### src/rtl/seg_pkg.sv
// Shared constants, FSM state type and helpers for the 7-segment capture block.
package seg_pkg;

    localparam logic [6:0] SEG_BLANK = 7'h7F;

    localparam logic [6:0] SEG_0 = 7'b1000000;
    localparam logic [6:0] SEG_1 = 7'b1111001;
    localparam logic [6:0] SEG_2 = 7'b0100100;
    localparam logic [6:0] SEG_3 = 7'b0110000;
    localparam logic [6:0] SEG_4 = 7'b0011001;
    localparam logic [6:0] SEG_5 = 7'b0010010;
    localparam logic [6:0] SEG_6 = 7'b0000010;
    localparam logic [6:0] SEG_7 = 7'b1111000;
    localparam logic [6:0] SEG_8 = 7'b0000000;
    localparam logic [6:0] SEG_9 = 7'b0010000;
    localparam logic [6:0] SEG_A = 7'b0001000;
    localparam logic [6:0] SEG_B = 7'b0000011;
    localparam logic [6:0] SEG_C = 7'b1000110;
    localparam logic [6:0] SEG_D = 7'b0100001;
    localparam logic [6:0] SEG_E = 7'b0000110;
    localparam logic [6:0] SEG_F = 7'b0001110;

    typedef enum logic [1:0] {
        ST_WAIT,
        ST_SETTLE,
        ST_HOLD
    } state_e;

    function automatic logic is_onehot4(input logic [3:0] v);
        return (v != 4'h0) && ((v & (v - 4'h1)) == 4'h0);
    endfunction

endpackage

### src/rtl/seg_to_nibble.sv
// Inverse hex-table lookup: active-low segment pattern to nibble.
module seg_to_nibble
    import seg_pkg::*;
(
    input  logic [6:0] pattern_i,
    output logic [3:0] nibble_o,
    output logic       valid_o
);

    always_comb begin
        nibble_o = 4'h0;
        valid_o  = 1'b1;
        case (pattern_i)
            SEG_0:   nibble_o = 4'h0;
            SEG_1:   nibble_o = 4'h1;
            SEG_2:   nibble_o = 4'h2;
            SEG_3:   nibble_o = 4'h3;
            SEG_4:   nibble_o = 4'h4;
            SEG_5:   nibble_o = 4'h5;
            SEG_6:   nibble_o = 4'h6;
            SEG_7:   nibble_o = 4'h7;
            SEG_8:   nibble_o = 4'h8;
            SEG_9:   nibble_o = 4'h9;
            SEG_A:   nibble_o = 4'hA;
            SEG_B:   nibble_o = 4'hB;
            SEG_C:   nibble_o = 4'hC;
            SEG_D:   nibble_o = 4'hD;
            SEG_E:   nibble_o = 4'hE;
            SEG_F:   nibble_o = 4'hF;
            default: valid_o  = 1'b0;
        endcase
    end

endmodule

### src/rtl/hex_seg_capture.sv
// Debounced capture of a multiplexed 4-digit 7-segment display into a 16-bit word.
// Define SEG_ERR_COUNT_EN to add the saturating err_count output.
module hex_seg_capture
    import seg_pkg::*;
#(
    parameter int unsigned STABLE_CYCLES = 4
) (
    input  logic        clk,
    input  logic        rst,
    input  logic [6:0]  seg_in,
    input  logic [3:0]  dig_sel,
    output logic [15:0] data_out,
    output logic        data_valid,
`ifdef SEG_ERR_COUNT_EN
    output logic [7:0]  err_count,
`endif
    output logic        pattern_err
);

    localparam logic [7:0] STABLE_L = 8'(STABLE_CYCLES);
    localparam logic [10:0] IDLE_SMP = {4'h0, SEG_BLANK};

    state_e      state_q, state_d;
    logic [6:0]  seg_q;
    logic [3:0]  sel_q;
    logic [10:0] prev_q;
    logic [10:0] held_q, held_d;
    logic [7:0]  cnt_q, cnt_d;
    logic [3:0]  mask_q, mask_d;
    logic [15:0] slots_q, slots_d;
    logic [15:0] dout_q, dout_d;
    logic        valid_q, valid_d;
    logic        perr_q, perr_d;

    logic [10:0] cur;
    logic        accept;
    logic [3:0]  acc_sel;
    logic [3:0]  nib;
    logic        nib_ok;

    assign cur     = {sel_q, seg_q};
    assign acc_sel = prev_q[10:7];

    // The accepted sample is the last one counted, which now sits in prev_q.
    seg_to_nibble u_dec (
        .pattern_i (prev_q[6:0]),
        .nibble_o  (nib),
        .valid_o   (nib_ok)
    );

    always_comb begin
        state_d = state_q;
        cnt_d   = cnt_q;
        held_d  = held_q;
        accept  = 1'b0;
        unique case (state_q)
            ST_WAIT: begin
                if (is_onehot4(sel_q)) begin
                    cnt_d   = 8'd1;
                    state_d = ST_SETTLE;
                end
            end
            ST_SETTLE: begin
                if (cnt_q == STABLE_L) begin
                    accept  = 1'b1;
                    held_d  = prev_q;
                    state_d = ST_HOLD;
                end else if (cur == prev_q) begin
                    cnt_d = cnt_q + 8'd1;
                end else if (is_onehot4(sel_q)) begin
                    cnt_d = 8'd1;
                end else begin
                    state_d = ST_WAIT;
                end
            end
            ST_HOLD: begin
                if (cur != held_q) state_d = ST_WAIT;
            end
            default: state_d = ST_WAIT;
        endcase
    end

    always_comb begin
        slots_d = slots_q;
        mask_d  = mask_q;
        dout_d  = dout_q;
        valid_d = 1'b0;
        perr_d  = perr_q;
        if (mask_q == 4'hF) begin
            dout_d  = slots_q;
            valid_d = 1'b1;
            mask_d  = 4'h0;
        end
        if (accept) begin
            if (nib_ok) begin
                for (int i = 0; i < 4; i++) begin
                    if (acc_sel[i]) slots_d[i*4 +: 4] = nib;
                end
                mask_d = mask_d | acc_sel;
            end else begin
                perr_d = 1'b1;
            end
        end
    end

    always_ff @(posedge clk) begin
        if (rst) begin
            seg_q   <= SEG_BLANK;
            sel_q   <= 4'h0;
            prev_q  <= IDLE_SMP;
            held_q  <= IDLE_SMP;
            state_q <= ST_WAIT;
            cnt_q   <= 8'd0;
            mask_q  <= 4'h0;
            slots_q <= 16'h0000;
            dout_q  <= 16'h0000;
            valid_q <= 1'b0;
            perr_q  <= 1'b0;
        end else begin
            seg_q   <= seg_in;
            sel_q   <= dig_sel;
            prev_q  <= cur;
            held_q  <= held_d;
            state_q <= state_d;
            cnt_q   <= cnt_d;
            mask_q  <= mask_d;
            slots_q <= slots_d;
            dout_q  <= dout_d;
            valid_q <= valid_d;
            perr_q  <= perr_d;
        end
    end

`ifdef SEG_ERR_COUNT_EN
    logic [7:0] errc_q, errc_d;

    always_comb begin
        errc_d = errc_q;
        if (accept && !nib_ok && errc_q != 8'hFF) errc_d = errc_q + 8'd1;
    end

    always_ff @(posedge clk) begin
        if (rst) errc_q <= 8'd0;
        else     errc_q <= errc_d;
    end

    assign err_count = errc_q;
`endif

    assign data_out    = dout_q;
    assign data_valid  = valid_q;
    assign pattern_err = perr_q;

endmodule
### config.mk
export PLATFORM = sky130hd
export DESIGN_NAME = hex_seg_capture
export DESIGN_NICKNAME = d
export VERILOG_FILES = /design/src/rtl/seg_pkg.sv /design/src/rtl/seg_to_nibble.sv /design/src/rtl/hex_seg_capture.sv
export SDC_FILE = /design/constraint.sdc
export NUM_CORES = 1
export LEC_CHECK = 0
export ABC_AREA = 1
export CORE_MARGIN = 8
export CORE_UTILIZATION = 40
export DETAILED_ROUTE_END_ITERATION = 8
export SLEW_MARGIN = 20
export SYNTH_ARGS = -nofsm -noshare
export SYNTH_HDL_FRONTEND = slang
export SYNTH_SLANG_ARGS = --single-unit
export TNS_END_PERCENT = 30
### constraint.sdc
create_clock -name clk -period 1.5 [get_ports clk]
set_input_delay 0.375 -clock clk [delete_from_list [all_inputs] [get_ports clk]]
set_output_delay 0.375 -clock clk [all_outputs]
set_load 0.03 [all_outputs]
## Yosys cells after proc, flatten, opt, wreduce, memory -nomap -nowiden

Index checks and enable logic that the tools add are counted.

- Input port bits: 13
- Bits in latches: 0
- Output and inout bits: 18
- Register bits after elaboration: 81
- Word-level logic and storage cells: 78
- ROM bits: 0
- Memories kept: 0
- RAM bits: 0

- Equality and inequality tests: 26
- Div/mod/pow operators: 0
- $mul: 0
- Mux-type cells: 18
- Order comparisons: 0
- Bitwise logic cells: 3
- Shifts and indexed selects: 0
- Add/sub/neg operators: 2
- Reduce and logical (&&, ||, !) cells: 15

Operators with widths:

| operator | number |
|---|---|
| 4-bit one-hot mux with 15 select lines | 1 |
| 7-bit equality test (second input constant) | 4 |
| 8-bit 2-to-1 mux | 3 |
| 7-bit by 5-bit equality test with 1-bit output (second input constant) | 3 |
| 7-bit by 6-bit equality test with 1-bit output (second input constant) | 3 |
| 8-bit one-hot mux with 2 select lines | 1 |
| 16-bit OR reduction | 1 |
| 7-bit by 2-bit equality test with 1-bit output (second input constant) | 2 |
| 7-bit by 4-bit equality test with 1-bit output (second input constant) | 2 |
| 4-bit 2-to-1 mux | 3 |
| 3-bit AND reduction | 4 |
| 11-bit equality test | 1 |
| 11-bit != test | 1 |
| 2-bit 2-to-1 mux | 5 |
| 8-bit by 1-bit adder with 8-bit output (second input constant) | 1 |
| 8-bit by 3-bit equality test with 1-bit output (second input constant) | 1 |
| 7-bit by 3-bit equality test with 1-bit output (second input constant) | 1 |
| 7-bit logical NOT | 1 |
| 2-bit != test (second input constant) | 3 |
| 3-bit != test (second input constant) | 2 |
| 2-bit one-hot mux with 3 select lines | 1 |
| 2-bit AND reduction | 3 |
| 4-bit bitwise AND | 1 |
| 4-bit equality test (second input constant) | 1 |
| 12 further kinds | 15 |

## Depth between registers and ports, before layout

- Depth in word-level cells: 8
- Gate-level depth with buffers: 12
- Mapped depth without buffers: 12

## Modules after synthesis

A second synthesis with hierarchy kept.

- Cell total of the unflattened synthesis: 520
- Area, all modules: 3,708.6 µm²

By module, submodules not included:

| module | sequential area each (µm²) | cells each | area an instance (µm²) | instances |
|---|---|---|---|---|
| hex_seg_capture | 1,621.6 | 447 | 3,370.7 | 1 |
| seg_to_nibble | 0.0 | 73 | 337.8 | 1 |

## Least setup slack after synthesis

No wires, ideal clock.

- Path type: register to register
- From: register cnt_q[0]
- To: register cnt_q[7]
- Path slack: -82 ps
- Stages on the path, launching flop included: 11
- Clock period less this slack: 1,582 ps
- Path buffers: 0
- Setup time: 116 ps
- Data required time: 1,384 ps
- Data arrival time: 1,466 ps
- Path through: dfxtp_1 -> inv_1 -> ha_1 -> nand3_1 -> nor2_1 -> a21oi_1 -> inv_1 -> o21ai_0 -> inv_2 -> nor2_1 -> nor2_1

- Cells in the longest elaborated chain, start to end: 4
- Elaborated cells between the ends (all ways): 7
- Classes of those cells: add/sub (1); eq/ne (2); mux (3); reduce/logical (1)

Ends and longest elaborated chain:

| item | line | source |
|---|---|---|
| start: declaration | hex_seg_capture.sv:28 | `logic [7:0] cnt_q, cnt_d;` |
| start signal: assignment | hex_seg_capture.sv:125 | `cnt_q <= cnt_d;` |
| 8-bit by 1-bit adder with 8-bit output | hex_seg_capture.sv:69 | `cnt_d = cnt_q + 8'd1;` |
| 8-bit 2-to-1 mux | hex_seg_capture.sv:68 | `end else if (cur == prev_q) begin` |
| 8-bit 2-to-1 mux | hex_seg_capture.sv:64 | `if (cnt_q == STABLE_L) begin` |
| 8-bit one-hot mux with 2 select lines | hex_seg_capture.sv:56 | `unique case (state_q)` |

Parallel ways exist; a longest one is shown, timed or not. The select of a mux whose other input is x is not followed.
A chain may end at the register's enable or synchronous reset.

## Final worst setup path

- From: register sel_q[1]
- To: register cnt_q[4]

- Cells in the longest elaborated chain, start to end: 8
- Elaborated cells between the ends (all ways): 10
- Classes of those cells: add/sub (1); eq/ne (1); mux (4); bitwise (1); reduce/logical (3)

Ends and longest elaborated chain:

| item | line | source |
|---|---|---|
| start: declaration | hex_seg_capture.sv:25 | `logic [3:0] sel_q;` |
| start signal: assignment | hex_seg_capture.sv:121 | `sel_q <= dig_sel;` |
| 4-bit by 1-bit subtractor with 4-bit output | seg_pkg.sv:30 | `return (v != 4'h0) && ((v & (v - 4'h1)) == 4'h0);` |
| 4-bit bitwise AND | seg_pkg.sv:30 |  |
| 4-bit logical NOT | seg_pkg.sv:30 |  |
| 1-bit logical AND | seg_pkg.sv:30 |  |
| 8-bit 2-to-1 mux | - |  |
| 8-bit 2-to-1 mux | hex_seg_capture.sv:68 |  |
| 8-bit 2-to-1 mux | hex_seg_capture.sv:64 |  |
| 8-bit one-hot mux with 2 select lines * | hex_seg_capture.sv:56 |  |

Every way passes the cells marked *; elsewhere a longest branch is shown, timed or not. The select of a mux whose other input is x is not followed.

==> flow_summary.json <==
{
  "status": "finished with violations",
  "violations": "setup timing",
  "critPathCaptureType": "register",
  "leakage_nw": 2.42,
  "nets": 647,
  "synth_most_common_cell": "nand2_1",
  "layout_min_cycle_time_ps": 1540,
  "worstPathArrival_ps": 1800,
  "dieArea_sq_mm": 0.0126,
  "synth_edf_count": 0,
  "rsz0062_at_grt": "true",
  "numCtsBuffers": 9,
  "num_antenna_cells": 0,
  "io_buffers": 30,
  "synthToLayoutAreaGrowth_pct": 40.4,
  "cts_buffer_depth": 2,
  "place_hpwl_mm": 6.60,
  "dr_total_vias": 3553,
  "die_y_um": 112,
  "powerDensity_mw_per_mm2": 862,
  "synth.cell_area_sq_mm": 0.00370,
  "grt_use_met2": 0.266,
  "netSwitchingFraction": 0.252,
  "clock_skew_ps": 11.3,
  "gr-usage-met1": 0.171,
  "ys.flop_type": "dfxtp_1",
  "power_mw": 4.49,
  "drc_errors": 0,
  "netlist.area_leader.share": 0.438,
  "start_util": 0.407,
  "layout-drive-gt1-share": 0.319,
  "period_share": 1.03,
  "clock_sinks": 81,
  "crit_path_max_fanout": 5,
  "required_ps": 1760,
  "first_pass_iters": 5,
  "synthCells": 529,
  "fmax_ghz": 0.649,
  "busiest_layer": "met2",
  "tns_ps": -161,
  "worst_slack_ps": -40.4,
  "track_usage": 0.150,
  "syn-num-nets": 544,
  "startpoint_type": "register",
  "rows": 35,
  "hold_buffers": 0,
  "async_flop_share": 0,
  "seq_power_share": 0.494,
  "p_comb_frac": 0.104,
  "hold_slack_ps": 465,
  "synth_commonest_cells": "135 x nand2_1, 92 x nor2_1, 81 x dfxtp_1",
  "yosysWarningCount": 0,
  "timing.final.hold_violations": 0,
  "path_class": "reg -> reg",
  "clkPwrFrac": 0.402,
  "insertion_delay_ps": 350,
  "hold_class": "reg -> reg",
  "drt_iter0_drc": 140,
  "maxSlewViolCount": 0,
  "synth.distinct_cells": 30,
  "syn_avg_cell_area_sq_um": 7.00,
  "finalSetupViolCount": 12,
  "drv_cap": 0,
  "ys_ff_latch": 81,
  "grt_max_degree": 37,
  "p_sw_mw": 1.13,
  "wirelength_mm": 9.11,
  "gp_congestion": 0.862,
  "io-pin-count": 31,
  "via_per_inst": 4.75,
  "ir_drop_uv": 538,
  "slew_headroom": 0.792,
  "synth_top_area_cell": "dfxtp_1",
  "clk_pin_slew_ps": 90,
  "cts_root_buffer": "clkbuf_8",
  "tightest_slew_ps": 313,
  "overflow": 0,
  "die_width_um": 112,
  "design.core.area_sq_mm": 0.00911,
  "antenna_found_initial": 0,
  "ys_seq_area_frac": 0.438,
  "synth.area.top_cells": "dfxtp_1 44%, nand2_1 14%, nor2_1 9.3%",
  "use_met3": 0.0392,
  "grt_pass1_vias": 3545,
  "cts_tree": "built",
  "wl_per_cell_um": 12.2,
  "p_int_mw": 3.35,
  "ant_nets": 0,
  "grt_pass1_wl_mm": 15.7,
  "h-tree-depth": 3
}
==> repair_timing <==
| action | 4_1_cts | 5_1_grt |
|---|---|---|
| buffers inserted | 1 | 6 |
| setup endpoints to repair | 60 | 49 |
| pin swaps | 10 | 25 |
| gates resized for setup | 55 | 88 |
==> logic make-up after synthesis <==
family                     share of synthesized area
adders and majority gates                    0.00675
and+or+nand+nor                                0.358
DFF                                            0.438
AOI/OAI and AO/OA                              0.104
xor gates and xnor gates                      0.0138
buffers and inverters                         0.0800
==> path summary, 6_finish.rpt <==
kind,start,end,slack (ps),depth (start not counted)
worst min-delay path,slots_q[8],slots_q[8],460,2
worst min register to register,slots_q[8],slots_q[8],460,2
worst max register to register,sel_q[1],cnt_q[4],-40,11
worst max-delay path,sel_q[1],cnt_q[4],-40,11
==> registers in the layout, indices dropped and copies added, names as in the netlist <==
register,cells
sel_q,4
data_valid,1
prev_q,11
mask_q,4
data_out,16
state_q,2
cnt_q,8
pattern_err,1
held_q,11
slots_q,16
seg_q,7
==> layer usage <==
layer  part of all wire  routed length, um
met4             0.0090                 82
met2               0.51               4610
met5                  0                  0
met1               0.45               4060
met3              0.039                353
==> stage by stage <==
step	std cells	instance area (sq um)	setup slack (ps)	util
after floorplan	529	3710	-81.9	-
after global placement	725	4620	-128	0.507
after detailed placement	725	4620	-176	0.507
after CTS	742	4930	-50.6	0.541
after global routing	748	5200	-177	0.571
final	748	5200	-40.4	0.571
==> cells in the final DEF (no fill, tap or decap), types with 3 or more instances in the layout <==
master	Yosys	final
inv_1	54	49
buf_6	1	6
o21ai_2	0	4
dlygate4sd2_1	0	4
clkdlybuf4s50_1	0	12
or2_2	9	9
a21oi_1	27	19
inv_6	0	4
nor2_4	4	10
o21a_1	6	6
o21ai_0	23	18
nand2_2	4	16
clkdlybuf4s15_1	0	13
o21ai_1	4	5
nor3_1	8	6
dfxtp_2	0	10
clkbuf_8	0	9
nor2_1	92	79
nand3_1	21	15
nand3_2	1	7
nand2_1	135	119
dfxtp_1	81	64
nor2_2	6	13
inv_2	4	8
a21oi_2	0	8
xnor2_1	4	3
o211ai_1	7	7
dfxtp_4	0	7
nand4_1	11	11
nand2_4	4	8
buf_4	2	66
==> worst max-delay path, cell delays in order (launching register included) <==
cell     delay (ps)
dfxtp_2         340
inv_1            50
nand2_2          80
o21ai_1          90
nor2_2          140
nand2_2          80
nor2_4          190
nand3_4         140
inv_6           110
nand2_4          50
o21ai_2         130
nor2_1           50
==> power by group through the flow <==
stage / registers (mW) / clock network (mW) / logic, mW
finish: 2.22 / 1.80 / 0.465
global route: 2.22 / 1.95 / 0.513
CTS: 2.21 / 1.84 / 0.417
detailed placement: 2.26 / 0 / 0.403
global placement: 2.26 / 0 / 0.399
floorplan: 2.26 / 0 / 0.221
==> cell type report <==
type / count / area [sq um]
clock buffers: 9 / 124
clock inverters: 7 / 101
fillers: 880 / 3910
inverters: 62 / 244
multi-input cells: 373 / 2030
flip-flops and latches: 81 / 1660
well taps: 111 / 139
repair buffers: 105 / 908
Power figures use the tool's default switching activity.
